--- src/rtl/mux4_rr_arbiter_if.sv ---
// Handshake and control bundle between four requesters, the round-robin
// arbiter and the downstream port. The arbiter uses the slave view; the
// requester/downstream side uses the master view.
interface mux4_rr_arbiter_if;
  logic [3:0] req_valid;
  logic [3:0] req_last;
  logic [3:0] req_ready;
  logic       out_valid;
  logic       out_ready;
  logic [1:0] sel;
  logic [3:0] grant;
  logic       busy;
  logic       timeout;

  modport master (
    output req_valid,
    output req_last,
    output out_ready,
    input  req_ready,
    input  out_valid,
    input  sel,
    input  grant,
    input  busy,
    input  timeout
  );

  modport slave (
    input  req_valid,
    input  req_last,
    input  out_ready,
    output req_ready,
    output out_valid,
    output sel,
    output grant,
    output busy,
    output timeout
  );
endinterface

--- src/rtl/mux4_rr_arbiter.sv ---
// Round-robin arbiter for four requesters sharing one downstream port.
// A grant is held for a whole burst (ended by req_last) and drives the
// select of an external 4:1 datapath mux. A watchdog releases a requester
// that stops presenting beats mid-burst. sel keeps its last value while
// idle so the mux output does not glitch between bursts.
module mux4_rr_arbiter #(
  parameter int unsigned TIMEOUT = 16,  // idle cycles tolerated mid-burst, 0 disables
  parameter int unsigned CNT_W   = 5    // watchdog width, 2**CNT_W must exceed TIMEOUT
) (
  input logic               clk,
  input logic               reset,
  mux4_rr_arbiter_if.slave  bus
);

  typedef enum logic [0:0] {
    IDLE  = 1'b0,
    GRANT = 1'b1
  } state_t;

  localparam logic [CNT_W-1:0] TIMEOUT_CNT = CNT_W'(TIMEOUT);
  localparam logic [CNT_W-1:0] WDOG_MAX    = {CNT_W{1'b1}};
  localparam bit               WDOG_EN     = (TIMEOUT != 0);

  // Registered state
  state_t           state;
  logic [1:0]       ptr;          // index of the last requester served
  logic [1:0]       cur_sel;
  logic [3:0]       cur_grant;
  logic             cur_busy;
  logic             cur_timeout;
  logic [CNT_W-1:0] wdog;

  // Next-state values
  state_t           state_nxt;
  logic [1:0]       ptr_nxt;
  logic [1:0]       sel_nxt;
  logic [3:0]       grant_nxt;
  logic             busy_nxt;
  logic             timeout_nxt;
  logic [CNT_W-1:0] wdog_nxt;

  // Helpers for the search and the watchdog
  logic             found;
  logic [1:0]       pick;
  logic [1:0]       idx;
  logic             handshake;
  logic [CNT_W-1:0] wdog_inc;

  // Next-state logic: round-robin search in IDLE, burst tracking and watchdog in GRANT
  always_comb begin
    state_nxt   = state;
    ptr_nxt     = ptr;
    sel_nxt     = cur_sel;
    grant_nxt   = cur_grant;
    busy_nxt    = cur_busy;
    timeout_nxt = 1'b0;
    wdog_nxt    = wdog;
    found       = 1'b0;
    pick        = ptr;
    idx         = ptr;
    handshake   = 1'b0;
    wdog_inc    = wdog;

    case (state)
      IDLE: begin
        wdog_nxt = {CNT_W{1'b0}};
        // Search starts just past the last winner so it loses priority.
        for (int k = 1; k <= 4; k++) begin
          idx = ptr + 2'(k);
          if (!found && bus.req_valid[idx]) begin
            found = 1'b1;
            pick  = idx;
          end else begin
            found = found;
          end
        end
        if (found) begin
          state_nxt = GRANT;
          sel_nxt   = pick;
          grant_nxt = 4'b0001 << pick;
          busy_nxt  = 1'b1;
        end else begin
          state_nxt = IDLE;
        end
      end

      GRANT: begin
        handshake = bus.req_valid[cur_sel] & bus.out_ready;
        if (wdog != WDOG_MAX) begin
          wdog_inc = wdog + {{(CNT_W-1){1'b0}}, 1'b1};
        end else begin
          wdog_inc = wdog;
        end

        if (handshake && bus.req_last[cur_sel]) begin
          // Burst complete: release and give the others priority.
          state_nxt = IDLE;
          ptr_nxt   = cur_sel;
          grant_nxt = 4'b0000;
          busy_nxt  = 1'b0;
          wdog_nxt  = {CNT_W{1'b0}};
        end else if (handshake) begin
          wdog_nxt = {CNT_W{1'b0}};
        end else if (!bus.req_valid[cur_sel]) begin
          // Requester stalled mid-burst; a downstream stall does not count.
          wdog_nxt = wdog_inc;
          if (WDOG_EN && (wdog_inc == TIMEOUT_CNT)) begin
            state_nxt   = IDLE;
            ptr_nxt     = cur_sel;
            grant_nxt   = 4'b0000;
            busy_nxt    = 1'b0;
            timeout_nxt = 1'b1;
            wdog_nxt    = {CNT_W{1'b0}};
          end else begin
            timeout_nxt = 1'b0;
          end
        end else begin
          wdog_nxt = wdog;
        end
      end

      default: begin
        state_nxt = IDLE;
        grant_nxt = 4'b0000;
        busy_nxt  = 1'b0;
        wdog_nxt  = {CNT_W{1'b0}};
      end
    endcase
  end

  // State register with synchronous reset; ptr=3 makes requester 0 first after reset
  always_ff @(posedge clk) begin
    if (reset) begin
      state       <= IDLE;
      ptr         <= 2'd3;
      cur_sel     <= 2'd0;
      cur_grant   <= 4'b0000;
      cur_busy    <= 1'b0;
      cur_timeout <= 1'b0;
      wdog        <= {CNT_W{1'b0}};
    end else begin
      state       <= state_nxt;
      ptr         <= ptr_nxt;
      cur_sel     <= sel_nxt;
      cur_grant   <= grant_nxt;
      cur_busy    <= busy_nxt;
      cur_timeout <= timeout_nxt;
      wdog        <= wdog_nxt;
    end
  end

  // Beat handshake: only the granted requester sees out_ready, and only in GRANT
  always_comb begin
    bus.out_valid = 1'b0;
    bus.req_ready = 4'b0000;
    if (state == GRANT) begin
      bus.out_valid = bus.req_valid[cur_sel];
      if (bus.out_ready) begin
        bus.req_ready = 4'b0001 << cur_sel;
      end else begin
        bus.req_ready = 4'b0000;
      end
    end else begin
      bus.out_valid = 1'b0;
      bus.req_ready = 4'b0000;
    end
  end

  assign bus.sel     = cur_sel;
  assign bus.grant   = cur_grant;
  assign bus.busy    = cur_busy;
  assign bus.timeout = cur_timeout;

endmodule

--- src/flat_wrapper.sv ---
// flat-port wrapper written by rule: the top's interface ports become plain ports
module mux4_rr_arbiter_flat 
#(
  parameter int unsigned TIMEOUT = 16,                                                
  parameter int unsigned CNT_W   = 5                                                   
)
  (clk, reset, bus_req_valid, bus_req_last, bus_out_ready, bus_req_ready, bus_out_valid, bus_sel, bus_grant, bus_busy, bus_timeout);
  mux4_rr_arbiter_if bus_i ();
  input logic clk;
  input logic reset;
  input wire logic [$bits(bus_i.req_valid)-1:0] bus_req_valid;
  input wire logic [$bits(bus_i.req_last)-1:0] bus_req_last;
  input wire logic [$bits(bus_i.out_ready)-1:0] bus_out_ready;
  output wire logic [$bits(bus_i.req_ready)-1:0] bus_req_ready;
  output wire logic [$bits(bus_i.out_valid)-1:0] bus_out_valid;
  output wire logic [$bits(bus_i.sel)-1:0] bus_sel;
  output wire logic [$bits(bus_i.grant)-1:0] bus_grant;
  output wire logic [$bits(bus_i.busy)-1:0] bus_busy;
  output wire logic [$bits(bus_i.timeout)-1:0] bus_timeout;
  assign bus_i.req_valid = bus_req_valid;
  assign bus_i.req_last = bus_req_last;
  assign bus_i.out_ready = bus_out_ready;
  assign bus_req_ready = bus_i.req_ready;
  assign bus_out_valid = bus_i.out_valid;
  assign bus_sel = bus_i.sel;
  assign bus_grant = bus_i.grant;
  assign bus_busy = bus_i.busy;
  assign bus_timeout = bus_i.timeout;
  mux4_rr_arbiter #(.TIMEOUT(TIMEOUT), .CNT_W(CNT_W)) u_core (.clk(clk), .reset(reset), .bus(bus_i));
endmodule
--- config.mk ---
export PLATFORM = sky130hd
export DESIGN_NAME = mux4_rr_arbiter_flat
export DESIGN_NICKNAME = d
export VERILOG_FILES = /design/src/rtl/mux4_rr_arbiter_if.sv /design/src/rtl/mux4_rr_arbiter.sv /design/src/flat_wrapper.sv
export SDC_FILE = /design/constraint.sdc
export NUM_CORES = 1
export LEC_CHECK = 0
export CORE_AREA = 5 5 50 52
export DETAILED_ROUTE_END_ITERATION = 8
export DIE_AREA = 0 0 55 57
export GPL_ROUTABILITY_DRIVEN = 0
export PLACE_DENSITY = 0.79
export REMOVE_ABC_BUFFERS = 1
export SYNTH_ARGS = -nofsm -noshare
export SYNTH_HDL_FRONTEND = slang
export SYNTH_SLANG_ARGS = --single-unit
export TNS_END_PERCENT = 1
--- constraint.sdc ---
create_clock -name clk -period 4.5 [get_ports clk]
set_input_delay 0.45 -clock clk [delete_from_list [all_inputs] [get_ports clk]]
set_output_delay 0.45 -clock clk [all_outputs]
set_load 0.03 [all_outputs]
# --- Yosys cells after proc, flatten, opt, wreduce, memory -nomap -nowiden ---
# Index checks and enable logic that the tools add are counted.
totals:
  output_inout_bits: 13
  reg_bits: 16
  input_bits: 11
  elab_cells: 99
classes:
  mux: 58
  order_cmp: 5
  n_addsub: 4
  n_bitwise: 2
  n_eq_ne: 9
  reduce_logical: 12
  shifts: 2
op_table:
  columns: ["operator", "n"]
  rows:
  - ["5-bit two-way mux", 6]
  - ["4-bit two-way mux", 7]
  - ["1-bit two-way mux", 26]
  - ["2-bit two-way mux", 9]
  - ["2-bit by 3-bit < comparator with 1-bit output, second input constant", 5]
  - ["1-bit binary-select mux with 2-bit select", 6]
  - ["5-bit case mux with 2 select lines", 1]
  - ["3-bit != test, second input constant", 3]
  - ["4-bit case mux with 2 select lines", 1]
  - ["4-bit AND reduction", 2]
  - ["1-bit by 2-bit left shift with 4-bit output, first input constant", 2]
  - ["5-bit by 1-bit adder with 5-bit output, second input constant", 1]
  - ["5-bit equality test, second input constant", 1]
  - ["5-bit != test, second input constant", 1]
  - ["5-bit OR reduction", 1]
  - ["2-bit adder, second input constant", 2]
  - ["1-bit logical AND", 4]
  - ["2-bit by 1-bit != test with 1-bit output, second input constant", 2]
  - ["4-bit != test, second input constant", 1]
  - ["1-bit case mux with 2 select lines", 2]
  - ["1-bit zero test", 3]
  - ["2-bit by 1-bit adder with 2-bit output, second input constant", 1]
  - ["2-bit != test, second input constant", 1]
  - ["2-bit AND reduction", 1]
  - ["3 further kinds", 3]

# --- Longest topological paths before layout ---
# Gate-level depths: netlist of run 1.
depth:
  ltp_word: 20
  ltp_mapped: 7
  depth_no_buf: 6

# --- Least setup slack after synthesis of run 1 ---
# OpenSTA, ideal clock, no wires.
synth_timing:
  kind: "reg2out"
  startpoint: "register u_core.cur_sel[0] (netlist: u_core.bus.sel[0])"
  endpoint: "output bus_req_ready[1]"
  arrival_ns: 1.522
  path_stages_with_launch: 3
  required_time_ns: 4.050
  path_buffers: 1
  path_slack_ns: 2.528
  path_cell_list: "dfxtp_1 buf_2 nor3b_1"
synth_via:
  elab_chain_len: 3
synth_rtl:
  columns: ["item", "line_no", "source"]
  rows:
  - ["start: declaration", "mux4_rr_arbiter.sv:27", "logic [1:0] cur_sel;"]
  - ["start signal: assignment", "mux4_rr_arbiter.sv:144", "cur_sel <= sel_nxt;"]
  - ["1-bit by 2-bit left shift with 4-bit output", "mux4_rr_arbiter.sv:159", "bus.req_ready = 4'b0001 << cur_sel;"]
  - ["4-bit two-way mux", "mux4_rr_arbiter.sv:158", "if (bus.out_ready) begin"]
  - ["4-bit two-way mux", "mux4_rr_arbiter.sv:156", "if (state == GRANT) begin"]
  - ["end: declaration", "flat_wrapper.sv:14", "output wire logic [$bits(bus_i.req_ready)-1:0] bus_req_ready;"]
# No other way between the ends.

# --- Worst setup path after layout of run 1 ---
layout_timing:
  startpoint: "input bus_req_valid[3]"
  endpoint: "output bus_out_valid"
layout_via:
  elab_chain_len: 3
layout_rtl:
  columns: ["item", "line_no", "source"]
  rows:
  - ["start: declaration", "flat_wrapper.sv:11", "input wire logic [$bits(bus_i.req_valid)-1:0] bus_req_valid;"]
  - ["1-bit binary-select mux with 2-bit select", "mux4_rr_arbiter.sv:157", "bus.out_valid = bus.req_valid[cur_sel];"]
  - ["1-bit two-way mux (not written as such)", "mux4_rr_arbiter.sv:157", null]
  - ["1-bit two-way mux", "mux4_rr_arbiter.sv:156", null]
  - ["end: declaration", "flat_wrapper.sv:15", "output wire logic [$bits(bus_i.out_valid)-1:0] bus_out_valid;"]
# No other way between the ends. The select of a mux whose other input is x is not followed.

==> impl_metrics.ini, run 1 <==
[routing]
via_per_inst = 5.71
route.final.wire_length_um = 2270
post_drt_wl_per_cell_um = 13.3
vias = 971
drt_first_iter_violations = 24
drc = 0
antenna_violating_nets_post_route = 0
dr.pass1.iters = 4

[setup_path]
crit_type = in -> out
worst-path-stages = 5
path_delay_family = buffers and inverters
critPathMaxStageDelay_ps = 670
cp.arrival_ps = 2640
timing.critical_path.required_ps = 4050
critical_path.most_common_cell = sky130_fd_sc_hd__clkdlybuf4s50_1
end_kind = output pin
crit_chain = clkdlybuf4s50_1, mux2i_2, mux2i_1, and2_1, clkdlybuf4s50_1
worst-path-buf-inv = 2
worst_setup_path_start_kind = primary input
path_max_fanout = 11
worstRegToRegCells = 6
cell_with_the_largest_stage_delay_on_the_worst_path = sky130_fd_sc_hd__clkdlybuf4s50_1

[die]
initial_core_util = 0.466
chipHeight_um = 57
io_pins = 24
coreArea_sq_um = 2060
die_width_um = 55
row_count = 17
die_area_sq_um = 3140

[power_and_ir_drop]
sequentialPowerShare = 0.459
switching_share = 0.313
power_frac_comb = 0.275
switchingPower_uw = 110
p_leak_nw = 0.468
power.density_nw_per_um2 = 285
report.power.total_uw = 351
clkPwrFrac = 0.267
internal-power_uw = 241
power.ir.vdd_worst_mv = 0.203

[synth]
synth.yosys.warnings = 0
synth.yosys.seq_area_share = 0.333
synth_area_per_cell_sq_um = 7.94
synth_cells = 121
post_synthesis_cell_area_sq_um = 961
synth_cell_type_count = 39
ys_seq_elements = 16

[placed_design]
port_buffers = 23
area_post_placement_sq_um = 1190
place_hpwl_um = 1720
place_worst_setup_slack_ps = 1420
place_inst = 166

[sta]
final.setup.tns_ps = 0
period_minus_slack_ps = 3090
maxClockFrequency_mhz = 323
grt_setup_unrepaired = no
worst-slew-pin-transition_ps = 729
setup_viol = 0
whs_ps = 473
report.final.hold_viol_count = 0
worst_slew_margin_rel = 0.500
post_route_setup_slack_ps = 1410
timing.final.crit_share = 0.687
setup_skew_after_layout_ps = 6.93
report.final.slew_viol_count = 0

[final_layout]
finish.net_count = 155
final_util = 0.596
post-route-cell-area_sq_um = 1230
nFillCells = 185
area_growth_syn_to_layout_pct = 28.0
fin_cells = 170
n_antenna_cell = 0
fraction_of_layout_cells_with_a_size_suffix_above_1 = 0.0634

[global_routing]
number_of_global_route_vias_before_repair = 880
grt_max_degree = 14
grt_antenna_before_repair = 0
grt.total_usage = 0.153
first_pass_grt_wire_length_um = 3650
gr-total-overflow = 0

[clock_tree]
clk_root_buffer_cell = sky130_fd_sc_hd__clkbuf_4
cts-resized-gates = 0
cts_max_path_buffers = 2
clock_tree.htree_level_count = 1
tritoncts_num_sinks = 16
cts_bufs_inserted = 3
clock_tree_from_tritoncts = built
clk_transition_reported_paths_ps = 90
ctsHoldBuffers = 0
post_cts_setup_buffer_count = 0
insertion_delay_ps = 290

[outcome]
status = finished clean

[job]
cap_viol_max_count = 0

[worst_hold_path]
whs_path_depth = 1
hold_path.class = reg -> reg
[cells by family after synthesis]
group / synth area share
compound gates: 0.242
fa+ha+maj: 0.0130
buf+inv: 0.0495
flops: 0.333
mux: 0.109
simple gates: 0.253
[path summary, 6_finish.rpt]
path / to / slack, ps / start
worst min register to register: u_core.bus.grant[1] / 470 / u_core.bus.grant[1]
worst min-delay path: u_core.bus.grant[1] / 470 / u_core.bus.grant[1]
worst max-delay path: bus_out_valid / 1410 / bus_req_valid[3]
worst max register to register: u_core.wdog[1] / 2460 / u_core.bus.sel[1]
[Yosys cell counts, drive strengths merged]
cell type  number  share of area
a211oi          1         0.0078
a21o            2          0.016
a21oi           9          0.051
a22oi           2          0.016
a31oi           4          0.026
a32o            1          0.010
and2            2          0.013
and3            1         0.0065
and3b           1         0.0091
and4            1         0.0091
buf             3          0.022
clkbuf          3          0.012
dfxtp          16           0.33
ha              1          0.013
inv             4          0.016
mux2            1          0.012
mux2i           9          0.098
nand2          11          0.043
nand2b          4          0.026
nand3           1         0.0052
nand4           1         0.0065
nor2           18          0.073
nor2b           1         0.0065
nor3            2          0.010
nor3b           3          0.023
nor4            2          0.013
o211a           1          0.010
o21ai           7          0.040
o22ai           3          0.020
o2bb2ai         2          0.018
o311ai          2          0.018
o31a            1         0.0091
or2b            1         0.0078
[cell usage in the layout (no fill, tap or decap), types with 2 or more instances in the layout]
cell type	synthesis	final
sky130_fd_sc_hd__a21oi_1	8	8
sky130_fd_sc_hd__nor3b_1	3	3
sky130_fd_sc_hd__o2bb2ai_1	2	2
sky130_fd_sc_hd__clkdlybuf4s50_1	0	23
sky130_fd_sc_hd__a22oi_1	2	2
sky130_fd_sc_hd__dfxtp_1	16	16
sky130_fd_sc_hd__o311ai_1	2	2
sky130_fd_sc_hd__inv_1	4	4
sky130_fd_sc_hd__o22ai_1	3	3
sky130_fd_sc_hd__o21ai_1	2	2
sky130_fd_sc_hd__and2_1	2	2
sky130_fd_sc_hd__nor4_1	2	2
sky130_fd_sc_hd__nand2_1	11	11
sky130_fd_sc_hd__o21ai_0	4	4
sky130_fd_sc_hd__mux2i_1	8	8
sky130_fd_sc_hd__nor2_1	17	17
sky130_fd_sc_hd__nor3_1	2	2
sky130_fd_sc_hd__clkbuf_4	0	3
sky130_fd_sc_hd__nand2b_1	4	4
sky130_fd_sc_hd__a21o_1	2	2
sky130_fd_sc_hd__a31oi_1	4	4
[power by group through the flow]
stage / Clock [mW] / Combinational [mW] / Sequential [mW]
after floorplan: 0 / 0.0496 / 0.172
after global placement: 0 / 0.0938 / 0.163
after detailed placement: 0 / 0.0960 / 0.164
after CTS: 0.0961 / 0.0968 / 0.161
after global routing: 0.105 / 0.105 / 0.162
final: 0.0936 / 0.0964 / 0.161
[metal layers]
layer  part of all wire  vias to the layer above  GRT usage
met1               0.43                      449      0.189
met2               0.47                       35      0.255
met3              0.074                        5     0.0261
met5                  0                        -          0
li1                   -                      482          -
met4              0.018                        0     0.0625
[state kept, by name, summed over array words and instances, names as in the netlist]
register and count:
u_core.bus.sel 2, u_core.ptr 2, u_core.bus.busy 1, u_core.state 1, u_core.bus.grant 4, u_core.wdog 5
u_core.bus.timeout 1
[area by class of cell]
type	instances	area (sq um)	area share
Sequential cell	16	320	0.260
Clock buffer	4	36.3	0.0295
Tap cell	28	35.0	0.0285
Multi-Input combinational cell	95	593	0.482
Inverter	4	15.0	0.0122
Timing Repair Buffer	23	230	0.187
Note: power is estimated with default switching activity, not from simulation.
==> inputs of run 2 (changes only) <==
--- a/config.mk
+++ b/config.mk
@@ -5,11 +5,11 @@
 export SDC_FILE = /design/constraint.sdc
 export NUM_CORES = 1
 export LEC_CHECK = 0
-export CORE_AREA = 5 5 50 52
+export CORE_AREA = 5 5 51 53
 export DETAILED_ROUTE_END_ITERATION = 8
-export DIE_AREA = 0 0 55 57
+export DIE_AREA = 0 0 56 58
 export GPL_ROUTABILITY_DRIVEN = 0
-export PLACE_DENSITY = 0.79
+export PLACE_DENSITY = 0.76
 export REMOVE_ABC_BUFFERS = 1
 export SYNTH_ARGS = -nofsm -noshare
 export SYNTH_HDL_FRONTEND = slang
==> constraint.sdc (replaced) <==
create_clock -name clk -period 3.2 [get_ports clk]
set_input_delay 0.32 -clock clk [delete_from_list [all_inputs] [get_ports clk]]
set_output_delay 0.32 -clock clk [all_outputs]
set_load 0.03 [all_outputs]
==> run 2 against run 1 <==
Net effect: count of clock-buffer cells in the layout did not move; final area grew 0.61%; combinational power increased by 43%; routed wire length rose by 0.13%; non-clock buffer count rose by 1; register-to-register slack got worse by 1200 ps; critical path type is now reg -> out; largest power group unchanged; highest routed layer unchanged.
==> impl_metrics.ini, run 2 (synthesized netlist as in run 1, its figures left out) <==
[outcome]
status = finished clean

[final_layout]
regMostFlops = u_core.wdog
layout.cells.most_common_list = sky130_fd_sc_hd__clkdlybuf4s50_1, sky130_fd_sc_hd__nor2_1, sky130_fd_sc_hd__dfxtp_1, sky130_fd_sc_hd__nand2_1
finish.net_count = 156
area_growth_syn_to_layout_pct = 28.8
layout_commonest_cell = sky130_fd_sc_hd__clkdlybuf4s50_1
final-seq-area_sq_um = 320
n_antenna_cell = 0
largest_register_ff_count = 5
fraction_of_layout_cells_with_a_size_suffix_above_1 = 0.0699
final_util = 0.588
nFillCells = 169
post-route-cell-area_sq_um = 1240
multi_input_area_sq_um = 593

[clock_tree]
post_cts_setup_buffer_count = 0
clk_root_buffer_cell = sky130_fd_sc_hd__clkbuf_4
insertion_delay_ps = 280
cts_bufs_inserted = 3
tritoncts_num_sinks = 16
cts_max_path_buffers = 2
cts-resized-gates = 0
clk_transition_reported_paths_ps = 90
clock_tree.htree_level_count = 1
clock_tree_from_tritoncts = built
ctsHoldBuffers = 0

[routing]
vias = 979
via_per_inst = 5.73
drc = 0
post_drt_wl_per_cell_um = 13.3
dr.pass1.iters = 4
route.final.wire_length_um = 2270
drt_first_iter_violations = 24
antenna_violating_nets_post_route = 0

[power_and_ir_drop]
report.power.total_uw = 493
p_leak_nw = 0.473
power.ir.vdd_worst_mv = 0.279
power.density_nw_per_um2 = 399

[setup_path]
timing.critical_path.required_ps = 2880
path_max_fanout = 11
cp.arrival_ps = 2260
crit_type = reg -> out
end_kind = output pin
worst_setup_path_start_kind = register

[sta]
report.final.hold_viol_count = 0
maxClockFrequency_mhz = 387
setup_viol = 0
setup_skew_after_layout_ps = 2.49
timing.final.crit_share = 0.807
whs_ps = 471
grt_setup_unrepaired = no
report.final.slew_viol_count = 0
worst_slew_margin_rel = 0.684
period_minus_slack_ps = 2580
worst-slew-pin-transition_ps = 474
final.setup.tns_ps = 0

[die]
initial_core_util = 0.456
chipHeight_um = 58
coreArea_sq_um = 2110
row_count = 17
die_width_um = 56
die_area_sq_um = 3250
io_pins = 24

[global_routing]
grt_antenna_before_repair = 0
grt.total_usage = 0.137
grt_max_degree = 14
first_pass_grt_wire_length_um = 3700
number_of_global_route_vias_before_repair = 888
gr-total-overflow = 0

[placed_design]
area_post_placement_sq_um = 1200
place_hpwl_um = 1750
port_buffers = 23

[worst_hold_path]
hold_path.class = reg -> reg

[job]
cap_viol_max_count = 0
==> run 2: worst max-delay path, stage by stage (launching register included) <==
cell and delay [ps]:
sky130_fd_sc_hd__dfxtp_1 620, sky130_fd_sc_hd__mux2i_1 320, sky130_fd_sc_hd__mux2i_1 110, sky130_fd_sc_hd__buf_4 180
sky130_fd_sc_hd__and2_1 160, sky130_fd_sc_hd__clkdlybuf4s50_1 580
==> run 2: through the flow <==
step                cells  setup slack [ps]
floorplan             115              1160
global placement      167               768
detailed placement    167               729
CTS                   171               602
global route          171               476
finish                171               619
==> run 2: worst paths after layout <==
check,start,end,slack [ps],cells after the start
setup / recovery,u_core.bus.sel[1],bus_out_valid,620,5
hold / removal,u_core.bus.grant[3],u_core.bus.grant[3],470,1
setup reg to reg,u_core.bus.sel[1],u_core.bus.grant[2],1240,5
hold reg to reg,u_core.bus.grant[3],u_core.bus.grant[3],470,1
==> run 2: routing by layer <==
metal  up-vias  wire length [um]  GRT usage
met5         -                 0          0
met4         0                34     0.0508
met3         5               167     0.0267
met2        36              1120      0.247
met1       455               954      0.160
li1        483                 -          -
==> run 2: where the power goes <==
part,leakage [nW],switching (mW),internal [mW]
sequential,0.131,0.0164,0.210
combinational,0.321,0.0759,0.0620
clock,0.0210,0.0597,0.0693
==> run 2: cell type report <==
class,instances,share of cell area
multi-input cells,95,0.479
flip-flops and latches,16,0.259
repair buffers,24,0.192
clock buffers,4,0.0293
well taps,28,0.0283
inverters,4,0.0121
